### src/rtl/fifo_pkg.sv
// Shared types and sizing helpers for the fifo stream reader slice.
package fifo_pkg;

    localparam int FIFO_DEFAULT_WIDTH = 32;

    typedef logic [31:0] fifo_stat_t;

    // Bits needed to index 'value' entries; never returns less than 1.
    function automatic int clog2_safe(input int value);
        int bits;
        bits = 1;
        for (int i = 1; i < 31; i++) begin
            if ((32'sd1 <<< i) < value) begin
                bits = i + 1;
            end
        end
        return bits;
    endfunction

endpackage

### src/rtl/fifo_stream_reader_stream_buf.sv
// stream_buf: BUF_DEPTH-entry circular prefetch store with push, pop, head data and count.
module stream_buf
    import fifo_pkg::*;
#(
    parameter int DATA_WIDTH = FIFO_DEFAULT_WIDTH,
    parameter int BUF_DEPTH  = 2,
    localparam int PW = clog2_safe(BUF_DEPTH),
    localparam int CW = clog2_safe(BUF_DEPTH + 1)
) (
    input  logic                  i_clk,
    input  logic                  i_rst,
    input  logic                  i_clr,
    input  logic                  i_push,
    input  logic [DATA_WIDTH-1:0] i_push_data,
    input  logic                  i_pop,
    output logic [DATA_WIDTH-1:0] o_head,
    output logic [CW-1:0]         o_count
);

    logic [DATA_WIDTH-1:0] mem_q [BUF_DEPTH];
    logic [DATA_WIDTH-1:0] mem_d [BUF_DEPTH];
    logic [PW-1:0]         wr_ptr_q, wr_ptr_d;
    logic [PW-1:0]         rd_ptr_q, rd_ptr_d;
    logic [CW-1:0]         count_q, count_d;
    logic                  do_push_s, do_pop_s;

    // Pops on an empty store and pushes into a full one are ignored.
    assign do_pop_s  = i_pop && (count_q != {CW{1'b0}});
    assign do_push_s = i_push && ((count_q != CW'(BUF_DEPTH)) || do_pop_s);

    // Next-state for storage, pointers and occupancy; clear wins over push/pop.
    always_comb begin
        mem_d    = mem_q;
        wr_ptr_d = wr_ptr_q;
        rd_ptr_d = rd_ptr_q;
        count_d  = count_q;
        if (i_clr) begin
            wr_ptr_d = {PW{1'b0}};
            rd_ptr_d = {PW{1'b0}};
            count_d  = {CW{1'b0}};
        end else begin
            if (do_push_s) begin
                mem_d[wr_ptr_q] = i_push_data;
                wr_ptr_d        = wr_ptr_q + PW'(1);
            end else begin
                wr_ptr_d = wr_ptr_q;
            end
            if (do_pop_s) begin
                rd_ptr_d = rd_ptr_q + PW'(1);
            end else begin
                rd_ptr_d = rd_ptr_q;
            end
            case ({do_push_s, do_pop_s})
                2'b10:   count_d = count_q + CW'(1);
                2'b01:   count_d = count_q - CW'(1);
                default: count_d = count_q;
            endcase
        end
    end

    // State registers; storage is zeroed on reset so the head reads 0.
    always_ff @(posedge i_clk or posedge i_rst) begin
        if (i_rst) begin
            mem_q    <= '{default: '0};
            wr_ptr_q <= {PW{1'b0}};
            rd_ptr_q <= {PW{1'b0}};
            count_q  <= {CW{1'b0}};
        end else begin
            mem_q    <= mem_d;
            wr_ptr_q <= wr_ptr_d;
            rd_ptr_q <= rd_ptr_d;
            count_q  <= count_d;
        end
    end

    assign o_head  = mem_q[rd_ptr_q];
    assign o_count = count_q;

endmodule

### src/rtl/fifo_stream_reader.sv
// Read-side master turning a 1-cycle-latency fifo into a valid/ready stream.
// Optional transfer/stall counters are built when FIFO_STREAM_READER_STATS_EN is defined.
module fifo_stream_reader
    import fifo_pkg::*;
#(
    parameter int DATA_WIDTH = FIFO_DEFAULT_WIDTH,
    parameter int BUF_DEPTH  = 2
) (
    input  logic                  i_clk,
    input  logic                  i_rst,
    input  logic                  i_fifo_empty,
    output logic                  o_fifo_rd_en,
    input  logic [DATA_WIDTH-1:0] i_fifo_data,
    input  logic                  i_flush,
    output logic                  o_valid,
    output logic [DATA_WIDTH-1:0] o_data,
    input  logic                  i_ready
`ifdef FIFO_STREAM_READER_STATS_EN
    ,
    output fifo_stat_t            o_xfer_count,
    output fifo_stat_t            o_stall_count
`endif
);

    localparam int CW = clog2_safe(BUF_DEPTH + 1);
    localparam int OW = CW + 1;

    logic [CW-1:0] count_s;
    logic [OW-1:0] occupancy_s;
    logic          pop_s;
    logic          rd_en_s;
    logic          inflight_q, inflight_d;

    assign o_valid = (count_s != {CW{1'b0}});
    assign pop_s   = o_valid && i_ready;

    // Fetch only when the word already owed plus this one still fits after this cycle's pop.
    always_comb begin
        occupancy_s = {1'b0, count_s} + OW'(inflight_q) - OW'(pop_s);
        if (!i_rst && !i_flush && !i_fifo_empty && (occupancy_s < OW'(BUF_DEPTH))) begin
            rd_en_s = 1'b1;
        end else begin
            rd_en_s = 1'b0;
        end
        inflight_d = rd_en_s;
    end

    // In-flight flag: a word returns on the edge after each read enable.
    always_ff @(posedge i_clk or posedge i_rst) begin
        if (i_rst) begin
            inflight_q <= 1'b0;
        end else begin
            inflight_q <= inflight_d;
        end
    end

    assign o_fifo_rd_en = rd_en_s;

    stream_buf #(
        .DATA_WIDTH (DATA_WIDTH),
        .BUF_DEPTH  (BUF_DEPTH)
    ) u_buf (
        .i_clk       (i_clk),
        .i_rst       (i_rst),
        .i_clr       (i_flush),
        .i_push      (inflight_q),
        .i_push_data (i_fifo_data),
        .i_pop       (pop_s),
        .o_head      (o_data),
        .o_count     (count_s)
    );

`ifdef FIFO_STREAM_READER_STATS_EN
    fifo_stat_t xfer_q, xfer_d;
    fifo_stat_t stall_q, stall_d;

    // Counters wrap naturally; flush deliberately leaves them alone.
    always_comb begin
        xfer_d  = xfer_q;
        stall_d = stall_q;
        if (pop_s) begin
            xfer_d = xfer_q + 32'd1;
        end else begin
            xfer_d = xfer_q;
        end
        if (o_valid && !i_ready) begin
            stall_d = stall_q + 32'd1;
        end else begin
            stall_d = stall_q;
        end
    end

    // Statistics registers, cleared by reset only.
    always_ff @(posedge i_clk or posedge i_rst) begin
        if (i_rst) begin
            xfer_q  <= 32'd0;
            stall_q <= 32'd0;
        end else begin
            xfer_q  <= xfer_d;
            stall_q <= stall_d;
        end
    end

    assign o_xfer_count  = xfer_q;
    assign o_stall_count = stall_q;
`endif

endmodule

### config.mk
export PLATFORM = sky130hd
export DESIGN_NAME = fifo_stream_reader
export DESIGN_NICKNAME = d
export VERILOG_FILES = /design/src/rtl/fifo_pkg.sv /design/src/rtl/fifo_stream_reader_stream_buf.sv /design/src/rtl/fifo_stream_reader.sv
export SDC_FILE = /design/constraint.sdc
export NUM_CORES = 1
export LEC_CHECK = 0
export CAP_MARGIN = 15
export CORE_ASPECT_RATIO = 0.6
export CORE_UTILIZATION = 40
export CTS_CLUSTER_SIZE = 24
export DETAILED_ROUTE_END_ITERATION = 16
export PLACE_DENSITY = 0.68
export SYNTH_ARGS = -nofsm -noshare
export SYNTH_HDL_FRONTEND = slang
export SYNTH_SLANG_ARGS = --single-unit
### constraint.sdc
create_clock -name i_clk -period 1.8 [get_ports i_clk]
set_input_delay 0.18 -clock i_clk [delete_from_list [all_inputs] [get_ports i_clk]]
set_output_delay 0.18 -clock i_clk [all_outputs]
set_load 0.005 [all_outputs]
# Yosys cells after proc, flatten, opt, wreduce, memory -nomap -nowiden
# Cells that the tools add are included.
[word_totals]
elab_cells = 51
in_bits = 37
register_bits = 69
[classes]
magnitude_cmp = 4
n_addsub = 6
muxes = 13
n_bitwise = 3
eq_ne = 3
n_reduce_logical = 16
[op_table]
columns = ["operator", "count"]
rows = [
  ["32-bit two-way mux", 4],
  ["64-bit bitwise mux", 1],
  ["32-bit demux with 1-bit select", 1],
  ["1-bit logical AND", 7],
  ["2-bit nonzero test", 3],
  ["1-bit two-way mux", 5],
  ["2-bit >= comparator, second input constant", 2],
  ["1-bit NOT with 2-bit output", 2],
  ["2-bit one-hot mux with 2 select lines", 1],
  ["2-bit by 1-bit adder with 3-bit output", 1],
  ["1-bit logical NOT", 3],
  ["3-bit by 2-bit < comparator with 1-bit output, second input constant", 1],
  ["3-bit nonzero test", 1],
  ["3-bit by 1-bit subtractor with 3-bit output", 1],
  ["1-bit adder, second input constant", 2],
  ["2-bit by 1-bit adder with 2-bit output, second input constant", 1],
  ["2-bit by 1-bit == test with 1-bit output, second input constant", 1],
  ["2-bit == test, second input constant", 1],
  ["2-bit by 1-bit < comparator with 1-bit output, second input constant", 1],
  ["2-bit two-way mux", 1],
  ["2-bit != test, second input constant", 1],
  ["2-bit AND reduction", 1],
  ["2-bit by 1-bit subtractor with 2-bit output, second input constant", 1],
  ["1-bit logical OR", 1],
  ["1-bit NOT", 1],
]

# Depth between registers and ports, before layout
# Gate-level depths: netlist of run 1.
[logic_depth]
ltp_word = 8
ltp_mapped = 6

# Cells and area by module
# A second synthesis of run 1 with hierarchy kept.
[hier_totals]
cells_unflattened = 209
hier_area_um2 = 3249.4
[by_module_without_submodules]
columns = ["mod", "instances", "area_each_um2", "cells_per_inst"]
rows = [
  ["stream_buf", 1, 3138.0, 198],
  ["fifo_stream_reader", 1, 111.4, 11],
]

# Worst setup path before layout of run 1
# Ideal clock, no wire load.
[synth_timing]
path_type = "register -> output"
from = "register u_buf.count_q[1] (netlist: u_buf.o_count[1])"
to = "output port o_fifo_rd_en"
arrival_ps = 1900
stages_incl_launch_ff = 7
path_buffers = 0
setup_slack_ps = -280
path_cell_list = "dfrtp_1 > o21a_1 > ha_1 > nand2b_1 > fa_1 > nand2b_1 > nor4_1"
[synth_between]
elab_chain_len = 6
word_cells_on_any_way = 7
[synth_lines]
columns = ["item", "line", "rtl"]
rows = [
  ["from (decl)", "fifo_stream_reader_stream_buf.sv:24", "logic [CW-1:0] count_q, count_d;"],
  ["from (signal assigned)", "fifo_stream_reader_stream_buf.sv:67", "count_q <= {CW{1'b0}};"],
  ["from (signal assigned)", "fifo_stream_reader_stream_buf.sv:72", "count_q <= count_d;"],
  ["parallel branches: the longest is 2 deep, another holds 2-bit by 1-bit adder with 3-bit output", "-", ""],
  ["3-bit by 1-bit subtractor with 3-bit output *", "fifo_stream_reader.sv:39", "occupancy_s = {1'b0, count_s} + OW'(inflight_q) - OW'(pop_s);"],
  ["3-bit by 2-bit < comparator with 1-bit output *", "fifo_stream_reader.sv:40", "if (!i_rst && !i_flush && !i_fifo_empty && (occupancy_s < OW'(BUF_DEPTH))) begin"],
  ["1-bit logical AND *", "fifo_stream_reader.sv:40", ""],
  ["1-bit two-way mux *", "fifo_stream_reader.sv:40", ""],
  ["to (decl)", "fifo_stream_reader.sv:12", "output logic o_fifo_rd_en,"],
]
# Mark *: on every way between the ends.

# Final worst setup path of run 1
# Same ends and word-level chain as after synthesis.

==> impl_metrics.json, run 1 <==
{
  "wl_um": 7460,
  "wl_per_cell_um": 17.5,
  "cts.hold.buffers_added": 0,
  "ctsLongestPathBuffers": 2,
  "postPlaceCellArea_um2": 4150,
  "post-route-min-period_ps": 2470,
  "max_cap_violations": 0,
  "floorplan.initialDensity": 0.428,
  "grt_first_pass_wirelength_um": 12000,
  "final.setup.worst_slack_ps": -672,
  "hp-class": "in2async",
  "dp_slack_ps": -937,
  "drt_pre_antenna_iters": 4,
  "layout_worst_path_cycle_share": 1.37,
  "worst_path_max_delay_cell": "sky130_fd_sc_hd__fa_1",
  "wl_met2_um": 3180,
  "average_via_count_per_standard_cell": 4.84,
  "die_area_um2": 8450,
  "grtUsageTotal": 0.194,
  "power.switching_w": 0.00123,
  "finalWeightedCongestion": 0.741,
  "syn-instance-count": 206,
  "dp_hpwl_um": 4230,
  "synth-edff-count": 0,
  "crit_path_cell_trace": "o21a_1, ha_1, nand2b_4, fa_1, nand2b_1, nor4_4, buf_2",
  "syn_area_per_cell_um2": 15.7,
  "post_synth_most_frequent_cells": "sky130_fd_sc_hd__dfrtp_1, sky130_fd_sc_hd__mux2_2, sky130_fd_sc_hd__mux2_4",
  "power.share.clock": 0.327,
  "maximum_number_of_pins_on_one_net_before_global_route_repair": 39,
  "p_leak_nw": 2.31,
  "initialDrtViolationCount": 75,
  "rows": 24,
  "clk_latency_ps": 330,
  "placed_cells_incl_taps": 387,
  "slew_violations": 0,
  "transition_time_at_the_pin_with_the_least_slew_margin_ps": 410,
  "buffer_ports.inserted": 70,
  "setup_crit_end_kind": "output port",
  "clock_sinks": 69,
  "fin_area_um2": 4870,
  "die-width_um": 118,
  "core_area_um2": 7540,
  "max_slew_margin": 0.726,
  "areaGrowthSynthToFinish_pct": 50.9,
  "power_density_nw_per_um2": 1040,
  "finalSetupViolCount": 66,
  "grt_antenna_before_repair": 0,
  "fin_setup_tns_ps": -9250,
  "post_synth_instance_area_um2": 3230,
  "cp_data_required_time_ps": 1620,
  "postSynthRegisterBits": 69,
  "finish.cell_count_without_fillers": 425,
  "wl_met1_um": 3720,
  "fin_nets": 355,
  "yosys.cell_types.count": 27,
  "gr-total-overflow": 0,
  "outcome": "finished, violations left",
  "synth_sequential_area_ratio": 0.535,
  "ys_dominant_reg_cell": "sky130_fd_sc_hd__dfrtp_1",
  "yosysMostFrequentCell": "sky130_fd_sc_hd__dfrtp_1",
  "synth_area_leader_cell": "sky130_fd_sc_hd__dfrtp_1",
  "share_of_post_route_cells_with_drive_strength_above_1": 0.561,
  "crit_path_max_fanout": 2,
  "failing_checks": "setup timing",
  "clock_tree.htree_level_count": 3,
  "routed-via-count": 2058,
  "clock-root-buffer": "sky130_fd_sc_hd__clkbuf_16",
  "hold_viol_final": 0,
  "tritoncts": "done",
  "p_int_w": 0.00383,
  "routed.top_layer": "met4",
  "pwr-share-seq": 0.409,
  "cts_buffers": 9,
  "fmaxAchievable_ghz": 0.405,
  "setup.worst_path.class": "reg2out",
  "drt_drc_violations_left": 0,
  "worstPathBufferInverterCount": 1,
  "slowest_delay_ps": 470,
  "io-pin-count": 71,
  "met3_routed_wl_um": 415,
  "skew_ps": 6.55,
  "synthArstFlopShare": 1.00,
  "dieHeight_um": 71.6,
  "worstSetupStartpointType": "flop",
  "worst_setup_hold_path_clk_slew_ps": 60,
  "yosys.area.top_type_share": 0.535,
  "via_count_of_the_first_global_routing_pass": 2248,
  "timing.critical_path.max_delay_family": "adder cells",
  "comb_power_share": 0.264,
  "arrival_ps": 2290,
  "postSynthNetCount": 245,
  "synthTopCellsByArea": "sky130_fd_sc_hd__dfrtp_1, sky130_fd_sc_hd__mux2_2, sky130_fd_sc_hd__mux2_4",
  "synthesis.yosys.warnings": 0,
  "postRouteAntennaNets": 0,
  "antenna_diode_count": 0,
  "power_switching_share": 0.243,
  "power.ir.vdd_worst_mv": 0.520,
  "rsz0062_at_grt": "true"
}
[per-layer routing]
layer,track usage,vias up
met5,0,-
met4,0.0869,0
met3,0.0637,12
met2,0.280,57
li1,-,956
met1,0.267,1033
[kinds of logic (layout without fill, tap and decap cells)]
group,Yosys count,in the layout,synth area share
flip-flops,69,69,0.535
buffers and inverters,16,131,0.0376
multiplexers,96,96,0.368
AO/OA/AOI/OAI,8,8,0.0170
adder cells (fa/ha/maj),2,2,0.0101
XOR/XNOR,3,3,0.00814
AND/OR/NAND/NOR,12,12,0.0240
[tightest hold or removal path: stages]
cell	delay, ps
sky130_fd_sc_hd__clkdlybuf4s50_1	470
sky130_fd_sc_hd__buf_4	170
sky130_fd_sc_hd__clkinvlp_4	280
[cell usage in the layout (no fill, tap or decap), types with 2 or more instances in the layout]
| master | n |
|---|---|
| sky130_fd_sc_hd__buf_2 | 4 |
| sky130_fd_sc_hd__clkbuf_8 | 2 |
| sky130_fd_sc_hd__clkdlybuf4s50_1 | 36 |
| sky130_fd_sc_hd__buf_6 | 14 |
| sky130_fd_sc_hd__dfrtp_1 | 67 |
| sky130_fd_sc_hd__buf_8 | 2 |
| sky130_fd_sc_hd__clkdlybuf4s15_1 | 11 |
| sky130_fd_sc_hd__dlygate4sd2_1 | 3 |
| sky130_fd_sc_hd__xor2_1 | 2 |
| sky130_fd_sc_hd__clkbuf_16 | 9 |
| sky130_fd_sc_hd__a21oi_1 | 2 |
| sky130_fd_sc_hd__buf_12 | 9 |
| sky130_fd_sc_hd__mux2_4 | 64 |
| sky130_fd_sc_hd__clkbuf_1 | 2 |
| sky130_fd_sc_hd__buf_16 | 3 |
| sky130_fd_sc_hd__clkinvlp_4 | 3 |
| sky130_fd_sc_hd__mux2_2 | 32 |
| sky130_fd_sc_hd__nand2_1 | 2 |
| sky130_fd_sc_hd__dfrtp_2 | 2 |
| sky130_fd_sc_hd__inv_1 | 3 |
| sky130_fd_sc_hd__buf_4 | 14 |
| sky130_fd_sc_hd__nand2b_1 | 2 |
| sky130_fd_sc_hd__clkbuf_2 | 14 |
[what timing repair did]
item / in CTS / in global routing
setup endpoints to repair: 80 / 96
gates cloned: 6 / 0
resized for setup: 109 / 72
endpoints found under the hold margin: 0 / 0
pin swaps: 3 / 3
buffers inserted: 22 / 3
[stage by stage]
step / hold WS, ps / util / power, W
finish: 365 / 0.647 / 0.00505
detailed placement: 490 / 0.551 / 0.00342
CTS: 319 / 0.643 / 0.00506
global route: 407 / 0.647 / 0.00530
global placement: 483 / 0.551 / 0.00339
floorplan: 246 / - / 0.00274
[power by group through the flow]
stage          Combinational [W]  Clock (W)  Sequential [W]
6_report                 0.00133    0.00165         0.00207
5_1_grt                  0.00143    0.00176         0.00211
4_1_cts                  0.00131    0.00170         0.00206
2_1_floorplan           0.000724          0         0.00202
3_5_place_dp             0.00135          0         0.00207
3_3_place_gp             0.00133          0         0.00206
[path summary, 6_finish.rpt]
check / from / to / slack [ps] / cells after the start
max: u_buf.o_count[1] / o_fifo_rd_en / -670 / 7
min: i_rst / inflight_q / 370 / 3
max reg2reg: u_buf.o_count[1] / u_buf.mem_q[53] / -280 / 7
min reg2reg: u_buf.mem_q[15] / u_buf.mem_q[15] / 510 / 1
max in group asynchronous: i_rst / u_buf.rd_ptr_q / 880 / 4
min in group i_clk: i_fifo_data[29] / u_buf.mem_q[29] / 490 / 2
[sequential cells by signal, indices dropped and copies added, names as in the netlist]
name            flops
inflight_q          1
u_buf.mem_q        64
u_buf.o_count       2
u_buf.rd_ptr_q      1
u_buf.wr_ptr_q      1
[area by class of cell]
cell class,count,area (um^2)
tap,104,130
clock inverter,3,20.0
fill,572,2660
multi-input combinational,121,1560
clock buffer,13,260
timing repair buffer,111,1150
sequential,69,1730
inverter,4,18.8
(Power assumes the default switching activity.)
==> run 2: changes to the inputs <==
==> constraint.sdc (replaced) <==
create_clock -name i_clk -period 1.8 [get_ports i_clk]
set_input_delay 0.18 -clock i_clk [delete_from_list [all_inputs] [get_ports i_clk]]
set_output_delay 0.18 -clock i_clk [all_outputs]
set_load 0.05 [all_outputs]
==> run 2 against run 1 <==
Net effect: the run still ends with setup timing left; routed wire length shrank 3.5%; hold slack gained 20 ps; utilization grew 2.7 points; sequential power is essentially flat; clock power grew 25%; critical path type unchanged; maximum frequency shrank 4.5%; sequential share of layout area shrank 1.4 points; global-route usage shrank 1.5 points; final cell count shrank 4.0%; first-iteration DRC count shrank 13%; largest cell class unchanged; critical path depth is the same.
==> impl_metrics.json, run 2 (same netlist as run 1, synthesis figures left out) <==
{
  "outcome": "finished, violations left",
  "failing_checks": "setup timing",
  "fin_setup_tns_ps": -5070,
  "skew_ps": 5.36,
  "worstPathBufferInverterCount": 1,
  "fin_area_um2": 5080,
  "critical_path.reg2reg.endpoint": "inflight_q",
  "arrival_ps": 2410,
  "max_cap_violations": 0,
  "slowest_delay_ps": 480,
  "clock_sinks": 69,
  "clk_latency_ps": 340,
  "dieHeight_um": 71.6,
  "dp_slack_ps": -682,
  "power.ir.vdd_worst_mv": 0.906,
  "crit_cells": 7,
  "routed-via-count": 1956,
  "hold_viol_final": 0,
  "worstSetupStartpointType": "flop",
  "grt_antenna_before_repair": 0,
  "slew_violations": 0,
  "rows": 24,
  "floorplan.initialDensity": 0.428,
  "wl_um": 7200,
  "maximum_number_of_pins_on_one_net_before_global_route_repair": 70,
  "p_leak_nw": 2.34,
  "postPlaceCellArea_um2": 4470,
  "post-route-min-period_ps": 2590,
  "rsz0062_at_grt": "true",
  "initialDrtViolationCount": 65,
  "buffer_ports.inserted": 70,
  "grtUsageTotal": 0.178,
  "ctsLongestPathBuffers": 2,
  "critical_path.endpoint": "o_fifo_rd_en",
  "clock_tree.htree_level_count": 3,
  "rr_startpoint": "u_buf.o_count[1]",
  "fmaxAchievable_ghz": 0.386,
  "grt_first_pass_wirelength_um": 11300,
  "transition_time_at_the_pin_with_the_least_slew_margin_ps": 370,
  "r2r_setup_slack_ps": -320,
  "fin_nets": 339,
  "registers.top_by_ff_count": "u_buf.mem_q",
  "finalSetupViolCount": 56,
  "power_density_nw_per_um2": 1360,
  "max_slew_margin": 0.753,
  "via_count_of_the_first_global_routing_pass": 2114,
  "drt_pre_antenna_iters": 4,
  "crit_path_cell_trace": "o21a_1, ha_1, nand2b_4, fa_1, nand2b_1, nor4_4, buf_12",
  "final_util": 0.674,
  "crit_start": "u_buf.o_count[1]",
  "worst-r2r-cell-count": 7,
  "die_area_um2": 8450,
  "timing.critical_path.max_delay_family": "adder cells",
  "worst_setup_hold_path_clk_slew_ps": 50,
  "layout_common_cells": "sky130_fd_sc_hd__dfrtp_1, sky130_fd_sc_hd__mux2_2, sky130_fd_sc_hd__mux2_4",
  "core_area_um2": 7540,
  "postRouteAntennaNets": 0,
  "tritoncts": "done",
  "gr-total-overflow": 0,
  "die-width_um": 118,
  "average_via_count_per_standard_cell": 4.79,
  "filler_cell_count": 524,
  "io-pin-count": 71,
  "crit_path_max_fanout": 2,
  "dp_hpwl_um": 4360,
  "largest_reg_flops": 64,
  "layout_commonest_cell": "sky130_fd_sc_hd__dfrtp_1",
  "setup_crit_end_kind": "output port",
  "clock-root-buffer": "sky130_fd_sc_hd__clkbuf_16",
  "layout_worst_path_cycle_share": 1.44,
  "worst_path_max_delay_cell": "sky130_fd_sc_hd__fa_1",
  "final.setup.worst_slack_ps": -789,
  "areaGrowthSynthToFinish_pct": 57.2,
  "antenna_diode_count": 0,
  "cts_buffers": 9,
  "setup.worst_path.class": "reg2out",
  "share_of_post_route_cells_with_drive_strength_above_1": 0.586,
  "finalWeightedCongestion": 0.725,
  "drt_drc_violations_left": 0,
  "wl_per_cell_um": 17.6,
  "hp-class": "in2async",
  "cp_data_required_time_ps": 1620
}
[run 2: what timing repair did]
item                                    in CTS  in global routing
setup buffers                                3                  3
hold buffers                                 0                  0
endpoints found under the setup margin      47                 66
gates resized for setup                     30                  6
pin swaps                                    2                  2
cloned                                       1                  4
[run 2: layout make-up]
cell class,instances,area [um^2],share of cell area
Clock buffer,11,253,0.0498
Clock inverter,4,95.1,0.0187
Inverter,4,18.8,0.00370
Multi-Input combinational cell,121,1490,0.294
Sequential cell,69,1730,0.340
Tap cell,104,130,0.0256
Timing Repair Buffer,95,1360,0.268
[run 2: report_power, final]
part	switching [W]	leakage, nW	internal, W
clock	0.000651	0.172	0.00142
combinational	0.00128	1.31	0.00150
sequential	0.000172	0.858	0.00189
[run 2: worst min path at each step]
| stage | to | depth (start not counted) | start |
|---|---|---|---|
| floorplan | u_buf.rd_ptr_q | 1 | i_flush |
| global placement | u_buf.mem_q[1] | 1 | u_buf.mem_q[1] |
| detailed placement | u_buf.mem_q[45] | 1 | u_buf.mem_q[45] |
| CTS | u_buf.mem_q[44] | 3 | i_rst |
| global route | u_buf.o_count[1] | 3 | i_rst |
| finish | u_buf.o_count[0] | 3 | i_rst |
[run 2: per-stage QoR]
step,hold slack [ps],instances,power (W)
2_1_floorplan,246,206,0.00354
3_3_place_gp,483,384,0.00477
3_5_place_dp,491,384,0.00480
4_1_cts,409,403,0.00695
5_1_grt,434,408,0.00716
6_report,386,408,0.00690
[run 2: worst min-delay path: cells and delay by family]
| kind | cells | cell delay, ps |
|---|---|---|
| buf+inv | 3 | 940 |
[run 2: routing by layer]
layer / vias up / GRT usage / part of all wire
met5: - / 0 / 0
met4: 0 / 0.0684 / 0.010
met3: 8 / 0.0788 / 0.071
met2: 53 / 0.237 / 0.41
met1: 970 / 0.253 / 0.50
li1: 925 / - / -
